$ cat config.mk
export PLATFORM = sky130hd
export DESIGN_NAME = pwm_mix_engine
export DESIGN_NICKNAME = d
export VERILOG_FILES = /design/src/rtl/pwm_mix_pkg.sv /design/src/rtl/pwm_mix_engine_seq_divider.sv /design/src/rtl/pwm_mix_engine.sv
export SDC_FILE = /design/constraint.sdc
export NUM_CORES = 1
export LEC_CHECK = 0
export CAP_MARGIN = 20
export CORE_MARGIN = 2
export CORE_UTILIZATION = 50
export DETAILED_ROUTE_END_ITERATION = 6
export PLACE_DENSITY = 0.8
export SETUP_SLACK_MARGIN = 0.02
export SLEW_MARGIN = 20
export SYNTH_ARGS = -nofsm -noshare
export SYNTH_HDL_FRONTEND = slang
export SYNTH_SLANG_ARGS = --single-unit
$ cat constraint.sdc
create_clock -name sysclk -period 7.5 [get_ports sysclk]
set_input_delay 0.75 -clock sysclk [delete_from_list [all_inputs] [get_ports sysclk]]
set_output_delay 0.75 -clock sysclk [all_outputs]
set_load 0.1 [all_outputs]
$ cat src/rtl/pwm_mix_pkg.sv
// Shared definitions for the PWM mix engine: mix modes, FSM states and the
// SHIFT-mode shift selector.
package pwm_mix_pkg;

  typedef enum logic [1:0] {
    MODE_NORM  = 2'd0,
    MODE_SAT   = 2'd1,
    MODE_SHIFT = 2'd2,
    MODE_RSVD  = 2'd3   // behaves like MODE_NORM
  } mix_mode_e;

  typedef enum logic [1:0] {
    ST_IDLE = 2'd0,
    ST_ACC  = 2'd1,
    ST_DIV  = 2'd2,
    ST_DONE = 2'd3
  } mix_state_e;

  // Shift applied in SHIFT mode: 0 for one channel, otherwise clog2(k).
  // This gives 1 for k=2, 2 for k=3..4, 3 for k=5..8 and 4 for k=9..16.
  function automatic int unsigned shift_sel(input int unsigned k);
    if (k <= 1) return 0;
    return unsigned'($clog2(k));
  endfunction

endpackage

$ cat src/rtl/pwm_mix_engine_seq_divider.sv
// SW-bit restoring divider, one quotient bit per cycle.
// Handshake: a one-cycle 'start' pulse loads dividend/divisor; 'done' pulses
// for one cycle SW cycles later, and 'quotient' holds its value until the
// next start. A start while a division is running restarts it.
module seq_divider #(
  parameter int SW = 8
) (
  input  logic          clk,
  input  logic          rst_n,
  input  logic          start,
  input  logic [SW-1:0] dividend,
  input  logic [SW-1:0] divisor,
  output logic          done,
  output logic [SW-1:0] quotient
);

  localparam int CNTW = $clog2(SW + 1);

  logic [SW-1:0]   rem_q;
  logic [SW-1:0]   quo_q;
  logic [SW-1:0]   dvs_q;
  logic [CNTW-1:0] cnt_q;
  logic            run_q;
  logic            done_q;

  logic [SW:0]     trial;
  logic            ge;
  logic [SW-1:0]   rem_nxt;
  logic [SW-1:0]   quo_nxt;

  // One restoring step: shift the next dividend bit into the remainder and
  // subtract the divisor when it fits.
  always_comb begin
    trial   = {rem_q, quo_q[SW-1]};
    ge      = (trial >= {1'b0, dvs_q});
    rem_nxt = ge ? (trial[SW-1:0] - dvs_q) : trial[SW-1:0];
    quo_nxt = {quo_q[SW-2:0], ge};
  end

  // Iteration registers and the done pulse.
  always_ff @(posedge clk or negedge rst_n) begin
    if (!rst_n) begin
      rem_q  <= '0;
      quo_q  <= '0;
      dvs_q  <= '0;
      cnt_q  <= '0;
      run_q  <= 1'b0;
      done_q <= 1'b0;
    end else begin
      done_q <= 1'b0;
      if (start) begin
        rem_q <= '0;
        quo_q <= dividend;
        dvs_q <= divisor;
        cnt_q <= CNTW'(SW);
        run_q <= 1'b1;
      end else if (run_q) begin
        rem_q <= rem_nxt;
        quo_q <= quo_nxt;
        cnt_q <= cnt_q - 1'b1;
        if (cnt_q == CNTW'(1)) begin
          run_q  <= 1'b0;
          done_q <= 1'b1;
        end
      end
    end
  end

  assign done     = done_q;
  assign quotient = quo_q;

endmodule

$ cat src/rtl/pwm_mix_engine.sv
// PWM mix engine: snapshots N_CH duty values at the start of each PWM period,
// mixes the enabled ones (average / saturating sum / shifted sum) and applies
// the result to the PWM output for the following period.
module pwm_mix_engine
  import pwm_mix_pkg::*;
#(
  parameter int N_CH = 4,
  parameter int W    = 6
) (
  input  logic              sysclk,
  input  logic              rst_n,
  input  logic [N_CH*W-1:0] duty_in,
  input  logic [N_CH-1:0]   en,
  input  logic [1:0]        mode,
  output logic              pwm,
  output logic [W-1:0]      duty_act,
  output logic              period_start,
  output logic              busy,
  output mix_state_e        fsm_state
);

  localparam int SW = W + $clog2(N_CH);
  localparam int KW = $clog2(N_CH + 1);
  localparam int CW = $clog2(N_CH);
  localparam logic [W-1:0]  CNT_MAX = '1;
  localparam logic [SW-1:0] SAT_MAX = SW'((1 << W) - 1);

  // The whole mix must finish inside one period, and the channel count is bounded.
  if (N_CH < 2 || N_CH > 16) begin : g_bad_nch
    $fatal(1, "pwm_mix_engine: N_CH must be in 2..16");
  end
  if ((1 << W) < N_CH + SW + 4) begin : g_bad_w
    $fatal(1, "pwm_mix_engine: period 2^W too short for N_CH + SW + 4 cycles");
  end

  logic [W-1:0]      count;
  logic [N_CH*W-1:0] duty_sh;
  logic [N_CH-1:0]   en_sh;
  mix_mode_e         mode_sh;
  logic [SW-1:0]     sum_q;
  logic [KW-1:0]     k_q;
  logic [CW-1:0]     ch_q;
  logic [W-1:0]      result_q;
  mix_state_e        state_q;
  mix_state_e        state_d;

  logic              snap;
  logic              acc_last;
  logic              is_norm;
  logic [W-1:0]      cur_duty;
  logic              cur_en;
  logic [SW-1:0]     sum_nxt;
  logic [KW-1:0]     k_nxt;
  logic [SW-1:0]     shifted;
  logic [W-1:0]      direct_res;
  logic              div_start;
  logic              div_done;
  logic [SW-1:0]     div_quo;
  logic              div_quo_unused;

  assign snap           = (state_q == ST_IDLE) && (count == '0);
  assign acc_last       = (state_q == ST_ACC) && (ch_q == CW'(N_CH - 1));
  assign is_norm        = (mode_sh != MODE_SAT) && (mode_sh != MODE_SHIFT);
  assign period_start   = (count == '0);
  assign pwm            = (count < duty_act);
  assign busy           = (state_q != ST_IDLE);
  assign fsm_state      = state_q;
  // sum/k never exceeds the largest duty, so the upper quotient bits are zero.
  assign div_quo_unused = ^div_quo[SW-1:W];

  // Free-running period counter.
  always_ff @(posedge sysclk or negedge rst_n) begin
    if (!rst_n) count <= '0;
    else        count <= count + 1'b1;
  end

  // Per-channel accumulation and the non-dividing mix results.
  always_comb begin
    cur_duty   = duty_sh[int'(ch_q) * W +: W];
    cur_en     = en_sh[ch_q];
    sum_nxt    = sum_q + (cur_en ? SW'(cur_duty) : '0);
    k_nxt      = k_q + KW'(cur_en);
    div_start  = acc_last && is_norm && (k_nxt != '0);
    shifted    = sum_q >> shift_sel(32'(k_q));
    direct_res = '0;
    if (k_q != '0) begin
      if (mode_sh == MODE_SAT) direct_res = (sum_q > SAT_MAX) ? '1 : sum_q[W-1:0];
      else                     direct_res = (shifted > SAT_MAX) ? '1 : shifted[W-1:0];
    end
  end

  // Mix FSM state register.
  always_ff @(posedge sysclk or negedge rst_n) begin
    if (!rst_n) state_q <= ST_IDLE;
    else        state_q <= state_d;
  end

  // Mix FSM next state.
  always_comb begin
    state_d = state_q;
    case (state_q)
      ST_IDLE: if (snap) state_d = ST_ACC;
      ST_ACC:  if (acc_last) state_d = ST_DIV;
      ST_DIV:  if (!is_norm || (k_q == '0) || div_done) state_d = ST_DONE;
      ST_DONE: if (count == CNT_MAX) state_d = ST_IDLE;
      default: state_d = ST_IDLE;
    endcase
  end

  // Shadow capture, accumulation, result hold and end-of-period duty update.
  always_ff @(posedge sysclk or negedge rst_n) begin
    if (!rst_n) begin
      duty_sh  <= '0;
      en_sh    <= '0;
      mode_sh  <= MODE_NORM;
      sum_q    <= '0;
      k_q      <= '0;
      ch_q     <= '0;
      result_q <= '0;
      duty_act <= '0;
    end else begin
      if (snap) begin
        duty_sh <= duty_in;
        en_sh   <= en;
        mode_sh <= mix_mode_e'(mode);
        sum_q   <= '0;
        k_q     <= '0;
        ch_q    <= '0;
      end else if (state_q == ST_ACC) begin
        sum_q <= sum_nxt;
        k_q   <= k_nxt;
        ch_q  <= ch_q + 1'b1;
      end
      if ((state_q == ST_DIV) && (state_d == ST_DONE))
        result_q <= (is_norm && (k_q != '0)) ? div_quo[W-1:0] : direct_res;
      if ((state_q == ST_DONE) && (count == CNT_MAX))
        duty_act <= result_q;
    end
  end

  seq_divider #(.SW(SW)) u_div (
    .clk      (sysclk),
    .rst_n    (rst_n),
    .start    (div_start),
    .dividend (sum_nxt),
    .divisor  (SW'(k_nxt)),
    .done     (div_done),
    .quotient (div_quo)
  );

endmodule

== Word-level counts from Yosys, hierarchy flattened ==
Index checks and enable logic that the tools add are counted.
Cells by class
  add/subtract/negate cells: 7
  multiply operators: 1
  magnitude comparators: 6
  eq/ne operators: 10
  shifts and indexed selects: 2
  muxes and demuxes: 67
  reductions and logical operators: 20
Operators with widths (number)
  two-way mux 5 bit: 16
  two-way mux 8 bit: 7
  two-way mux 6 bit: 9
  two-way mux 4 bit: 10
  nonzero test 32 bit: 1
  >> shifter 8 x 32 -> 8 bit: 1
  indexed part select 24 x 6 -> 6 bit: 1
  two-way mux 3 bit: 6
  > comparator 8 x 6 -> 1 bit (second input constant): 2
  two-way mux 2 bit: 8
  greater-or-equal comparator 9 x 3 -> 1 bit: 1
  two-way mux 1 bit: 9
  adder 8 x 6 -> 8 bit: 1
  == test 2 bit (second input constant): 4
  logical AND 1 bit: 8
  case mux 2 bit (4 select lines): 1
  subtractor 8 x 3 -> 8 bit: 1
  adder 6 x 1 -> 6 bit (second input constant): 1
  == test 6 bit (second input constant): 1
  logical NOT 6 bit: 1
  less-than comparator 6 bit: 1
  nonzero test 2 bit: 3
  nonzero test 3 bit: 2
  == test 2 x 1 -> 1 bit (second input constant): 2
  other kinds (15): 16
Word-level totals
  bits in registers: 88
  word-level logic and storage cells: 129

== Longest topological paths before layout ==
Gate-level depths: netlist of the first run.
  depth after elaboration: 41
  depth in mapped cells: 12
  depth with buffers taken out: 11

== Cells and area by module ==
Synthesis of the first run repeated with hierarchy kept, for this count alone.
Second synthesis, totals
  cell total of the unflattened synthesis: 526
  area, all modules: 5444.0 sq um
Modules (own cells, without submodules)
  pwm_mix_engine: instances 1, cells each 330, area an instance 3613.5 sq um, seq. area each 1576.5 sq um
  seq_divider: instances 1, cells each 196, area an instance 1830.5 sq um, seq. area each 750.7 sq um

== Worst setup path before layout of the first run ==
Ideal clock, no wire load.
  path kind: register -> output
  from: register count[4]
  to: output port period_start
  arrival time: 2.827 ns
  required time: 6.750 ns
  setup slack: 3.923 ns
  cell stages (with the launch flop): 3
  buffers on the path: 0
  cell sequence: dfrtp_1 -> or2_2 -> nor3_1
Between the ends
  longest elaborated chain between the ends: 1
Ends and longest elaborated chain
  from (decl): line pwm_mix_engine.sv:36  | logic [W-1:0] count;
  from (signal assigned): line pwm_mix_engine.sv:74  | else count <= count + 1'b1;
  logical NOT 6 bit: line pwm_mix_engine.sv:64  | assign period_start = (count == '0);
  to (decl): line pwm_mix_engine.sv:17  | output logic period_start,
Every way passes these cells.

== Worst setup path after layout of the first run ==
  from: register count[1]
  to: output port pwm
Between the ends
  longest elaborated chain between the ends: 1
Ends and longest elaborated chain
  less-than comparator 6 bit: line pwm_mix_engine.sv:65  | assign pwm = (count < duty_act);
  to (decl): line pwm_mix_engine.sv:15  | output logic pwm,
Every way passes these cells.

==> impl_results.md, run 1 <==
* Setup Skew at 0.01420 ns
* Critical Path RT at 6.75 ns
* Yosys top cell area share at 44.75%
* R2r worst-path depth at 10
* Flop2flop setup slack at 4.16 ns
* Lkg Pwr at 2.339 nW
* Drt first pass iters at 5
* FFs w/ async S/R, synth at 100.0%
* Chip width at 103.2 um
* Total CTS buffers at 9
* Post-CTS Setup Inserts at 0
* Max IR drop VDD at 0.1160 mV
* Area Growth Syn to Fin at 14.29%
* Pre-CTS setup slack at 4.169 ns
* Initial DRC Count at 155
* Core ar. at 9684 um^2
* Final setup violation count at 0
* Layout filler cell count at 783
* Crit path launch: count[1]
* Syn nets at 536
* Site row count at 36
* Clock Latency Late Sink at 0.37 ns
* First-pass GRT wire length at 16770 um
* Crit path max fanout at 5
* Seq cells post-synth at 88
* Dpl hpwl at 7047 um
* Post-Syn Area at 4921 um^2
* Fin crit period at 3.573 ns
* # hold bufs at CTS at 0
* I/O pin count at 43
* Area leader, netlist: dfrtp_1
* Total number of vias at 3642
* Initial antenna violation count at 0
* Clk sinks at 88
* Placed cell areas at 5440 um^2
* Final Max Tran Viols at 0
* CTS root buffer: clkbuf_8
* CTS tree: yes
* Final wirelength at 9922 um
* Critical R2R Launch: ch_q[1]
* Synth Instances at 476
* Number of synthesized flops with an enable pin at 0
* Final worst slack at 3.927 ns
* Worst EP arrival at 2.82 ns
* Max-cap violations at 0
* Largest net degree at the start of global routing at 89
* Most common library cells after synthesis: dfrtp_1, nand2_1, o21ai_0
* Vias in the first global route at 3508
* Post-route ant nets at 0
* Final hold violation count at 0
* # diodes at 0
* Crit. End Element: output pin
* Post-CTS sizing at 0
* PortBufs at 42
* Routed WL per cell at 15.34 um
* Synth top area cells: dfrtp_1, mux2_2, ha_1, o21ai_0, nand2_1
* Hold Slack at 0.4474 ns
* Total GRT Usage at 20.13%
* Clock Path Buffers at 2
* Initial Util at 50.81%
* Clock slew at reported path FFs at 0.09 ns
* Final Cell Area at 5624 um^2
* Rel. slew slack at 35.00%
* Drt via density at 5.629
* Synth unique cells at 52
* Worst hold path type: input pin to asynchronous set/reset pin
* Capture point of the worst path: pwm
* Worst-Margin Slew at 0.9719 ns
* RSZ-0062 raised after global routing: no
* # placed instances at 631
* Fmax at 279.9 MHz
* Run status: finished clean
* Synthesized area per cell at 10.34 um^2
* Kind of critical path: flop to output pin
* Count leader, synth: dfrtp_1
* Final core occ at 58.07%
* Die Footprint at 10650 um^2
* RR Endpoint: u_div.quotient[6]
* Setup Total Neg Slack at 0 ns
* GR Overflow Total at 0
* Crit share post-route at 47.64%
* Layout cell share with drive strength beyond 1 at 13.23%
* Seq/Total Area, Yosys at 44.75%
* Post-Layout Cell Count at 647
* GP Congestion at 0.9227
* Power after layout at 1.500 mW
* Die height at 103.2 um
* Top FF cell, synth: dfrtp_1
* PwrDens at 266.7 nW/um^2
* CTS HTree Levels at 3
* Nets at 569
* Yosys Warn Count at 0
* DRC Markers at 0
* Crit start category: flop
## kinds of logic after synthesis
family | Yosys count | synth area share (%)
buffers and inverters | 46 | 3.788
adder cells (fa/ha/maj) | 28 | 7.424
XOR/XNOR | 18 | 3.204
AO/OA/AOI/OAI | 121 | 15.28
flip-flops | 88 | 44.75
AND/OR/NAND/NOR | 123 | 12.56
multiplexers | 52 | 12.99
## cell type report
cell class	instances	area, um^2	area share, %
clock buffers	10	127.6	2.269
clock inverters	6	51.30	0.9121
inverters	22	82.58	1.468
multi-input cells	342	2541	45.18
flip-flops and latches	88	2203	39.18
well taps	133	166.4	2.959
repair buffers	46	451.7	8.031
## metal layers
metal  share of wire, %  wire (um)  vias to the layer above  track usage (%)
met3                3.0        297                       14            3.763
li1                   -          -                     1755                -
met2                 48       4773                       74            32.22
met5                  0          0                        -                0
met1                 47       4703                     1799            28.03
met4                1.5        147                        0            6.275
## registers in the layout (all words and copies together) (netlist names), 3 cells and up
register        count
count               6
duty_act            6
duty_sh            24
en_sh               4
k_q                 3
result_q            6
sum_q               8
u_div.cnt_q         4
u_div.dvs_q         3
u_div.quotient      8
u_div.rem_q         8
## where the power goes
part	total [mW]	switching (mW)	leakage, nW	internal [mW]
combinational	0.502	0.263	1.21	0.239
clock	0.308	0.183	0.0879	0.125
sequential	0.690	0.121	1.04	0.568
## layout by cell type, fill, tap and decap left out, drive strengths merged, types with 5 or more instances in the layout
cell and count:
mux4 6, xor2 5, nand2b 7, mux2i 11, nor2b 14, a21oi 24
nor2 20, a21o 9, mux2 35, nand3 13, nor3 5, clkbuf 10
xnor2 13, ha 26, o21ai 45, dfrtp 88, buf 5, a211oi 12
clkdlybuf4s50 41, nand2 47, o211ai 5, inv 25, o22ai 6
## worst min-delay path by stage
| stage | from | endpoint | slack, ns | cells past startpoint |
|---|---|---|---|---|
| after detailed placement | result_q[1] | duty_act[1] | 0.48 | 2 |
| final | rst_n | u_div.rem_q[3] | 0.45 | 1 |
| after global routing | rst_n | fsm_state[1] | 0.51 | 1 |
| after floorplan | result_q[1] | duty_act[1] | 0.44 | 2 |
| after global placement | result_q[3] | duty_act[3] | 0.46 | 2 |
| after CTS | u_div.dvs_q[0] | u_div.dvs_q[0] | 0.50 | 2 |
## worst max-delay path, stage by stage (launching register included)
cell and delay (ns):
dfrtp_1 0.44, ha_1 0.29, a21o_1 0.15, a21o_1 0.18, a21oi_1 0.15, o21a_1 0.14
clkdlybuf4s50_1 1.12
Power figures use the tool's default switching activity.
==> run 2, diff against run 1 <==
==> constraint.sdc (replaced) <==
create_clock -name sysclk -period 3.6 [get_ports sysclk]
set_input_delay 0.36 -clock sysclk [delete_from_list [all_inputs] [get_ports sysclk]]
set_output_delay 0.36 -clock sysclk [all_outputs]
set_load 0.1 [all_outputs]
==> impl_results.md, run 2 (synthesis gave the netlist of run 1 again) <==
* Most common cell after layout, fill and taps aside: dfrtp_1
* Clock slew at reported path FFs at 0.09 ns (about the same)
* Drt via density at 5.651 (+0.39%)
* Setup Total Neg Slack at 0 ns (unchanged)
* Crit. End Element: flop
* PortBufs at 42 (unchanged)
* Clock Latency Late Sink at 0.37 ns (about the same)
* First-pass GRT wire length at 16920 um (+0.86%)
* RSZ-0062 raised after global routing: no
* Total CTS buffers at 9 (unchanged)
* Largest Register: duty_sh
* Chip width at 103.2 um (unchanged)
* # placed instances at 634 (+0.48%)
* # hold bufs at CTS at 0 (unchanged)
* Total number of vias at 3673 (+0.85%)
* Area Growth Syn to Fin at 15.18%
* Layout cell share with drive strength beyond 1 at 14.12% (+0.89 points)
* Post-Layout Cell Count at 650 (+0.46%)
* Initial antenna violation count at 0 (unchanged)
* Final wirelength at 10160 um (+2.4%)
* PwrDens at 567.4 nW/um^2 (+110%)
* GR Overflow Total at 0 (unchanged)
* Post-CTS sizing at 0 (unchanged)
* Worst-Margin Slew at 0.9724 ns (+0.0005388 ns)
* # diodes at 0 (unchanged)
* Site row count at 36 (unchanged)
* Hold Slack at 0.1329 ns (-0.3145 ns)
* Lkg Pwr at 2.374 nW (+1.5%)
* Final setup violation count at 0 (unchanged)
* CTS root buffer: clkbuf_8
* Core ar. at 9684 um^2 (unchanged)
* Drt first pass iters at 4 (-1)
* CTS HTree Levels at 3 (unchanged)
* Initial DRC Count at 172 (+11%)
* Die height at 103.2 um (unchanged)
* Dpl hpwl at 7464 um (+5.9%)
* CTS tree: yes
* Total GRT Usage at 20.41% (+0.28 points)
* Max IR drop VDD at 0.2439 mV (+110%)
* Initial Util at 50.81% (unchanged)
* Crit start category: flop
* Vias in the first global route at 3559 (+1.5%)
* Setup Skew at 0.01846 ns (+0.004268 ns)
* Crit share post-route at 84.01%
* Post-CTS Setup Inserts at 0 (unchanged)
* Worst hold path type: input pin to asynchronous set/reset pin
* GP Congestion at 0.9270 (+0.47%)
* Fmax at 330.6 MHz
* I/O pin count at 43 (unchanged)
* Final hold violation count at 0 (unchanged)
* Post-route ant nets at 0 (unchanged)
* Critical Path RT at 3.89 ns (-2.86 ns)
* Run status: finished clean
* Clk sinks at 88 (unchanged)
* Flop2flop setup slack at 0.58 ns (-3.58 ns)
* Kind of critical path: flop to flop
* Layout filler cell count at 779 (-0.51%)
* Worst EP arrival at 3.31 ns (+0.49 ns)
* DRC Markers at 0 (unchanged)
* Largest net degree at the start of global routing at 76 (-15%)
* Rel. slew slack at 34.97% (-0.036 points)
* Final Max Tran Viols at 0 (unchanged)
* Most frequent cells in the layout: dfrtp_1, nand2_1, o21ai_0
* Max reg flops at 24 (unchanged)
* Nets at 572 (+0.53%)
* Final core occ at 58.53% (+0.45 points)
* Crit path max fanout at 10 (+5)
* Max-cap violations at 0 (unchanged)
* Routed WL per cell at 15.63 um (+1.9%)
* Clock Path Buffers at 2 (unchanged)
* Fin crit period at 3.025 ns
* Die Footprint at 10650 um^2 (unchanged)
-- run 2: worst paths after layout --
check,endpoint,depth (start not counted),start
max in group asynchronous,ch_q[0],2,rst_n
min in group sysclk,duty_act[1],2,result_q[1]
setup / recovery,u_div.quotient[6],11,ch_q[1]
setup reg to reg,u_div.quotient[6],11,ch_q[1]
hold / removal,u_div.rem_q[3],1,rst_n
hold reg to reg,duty_act[1],2,result_q[1]
-- run 2: power by group --
part | total [mW] | internal [mW] | switching [mW]
sequential | 1.42 | 1.18 | 0.234
clock | 0.721 | 0.348 | 0.373
combinational | 1.08 | 0.504 | 0.573
-- run 2: cell type report --
| class | count | area [um^2] | area share, % |
|---|---|---|---|
| inverters | 22 | 82.58 | 1.457 |
| flip-flops and latches | 88 | 2202 | 38.85 |
| multi-input cells | 342 | 2541 | 44.83 |
| well taps | 133 | 166.4 | 2.936 |
| clock buffers | 10 | 137.6 | 2.428 |
| repair buffers | 49 | 465.4 | 8.212 |
| clock inverters | 6 | 72.57 | 1.280 |
-- run 2: worst max-delay path, cell delays in order, from the launching register on --
cell and delay [ns]:
dfrtp_1 0.60, mux2_2 0.40, o21ai_0 0.18, buf_4 0.19
nor2b_1 0.06, ha_1 0.22, fa_1 0.43, a211oi_1 0.26
o21bai_1 0.14, a21o_1 0.22, xnor2_1 0.13, a21oi_1 0.15
-- run 2: metrics by stage --
step	worst slack [ns]	instance area (um^2)	total power, mW
2_1_floorplan	0.3009	4921	2.210
3_3_place_gp	0.7562	5458	2.436
3_5_place_dp	0.6476	5458	2.494
4_1_cts	0.5737	5668	3.227
5_1_grt	0.3713	5668	3.448
6_report	0.5755	5668	3.216
-- run 2: layer usage --
layer / wire length [um] / vias to the layer above / share of wire, % / track usage, %
met2: 5178 / 85 / 51 / 34.12
li1: - / 1778 / - / -
met5: 0 / - / 0 / 0
met1: 4443 / 1801 / 44 / 26.99
met3: 441 / 9 / 4.3 / 3.763
met4: 95 / 0 / 0.94 / 6.781
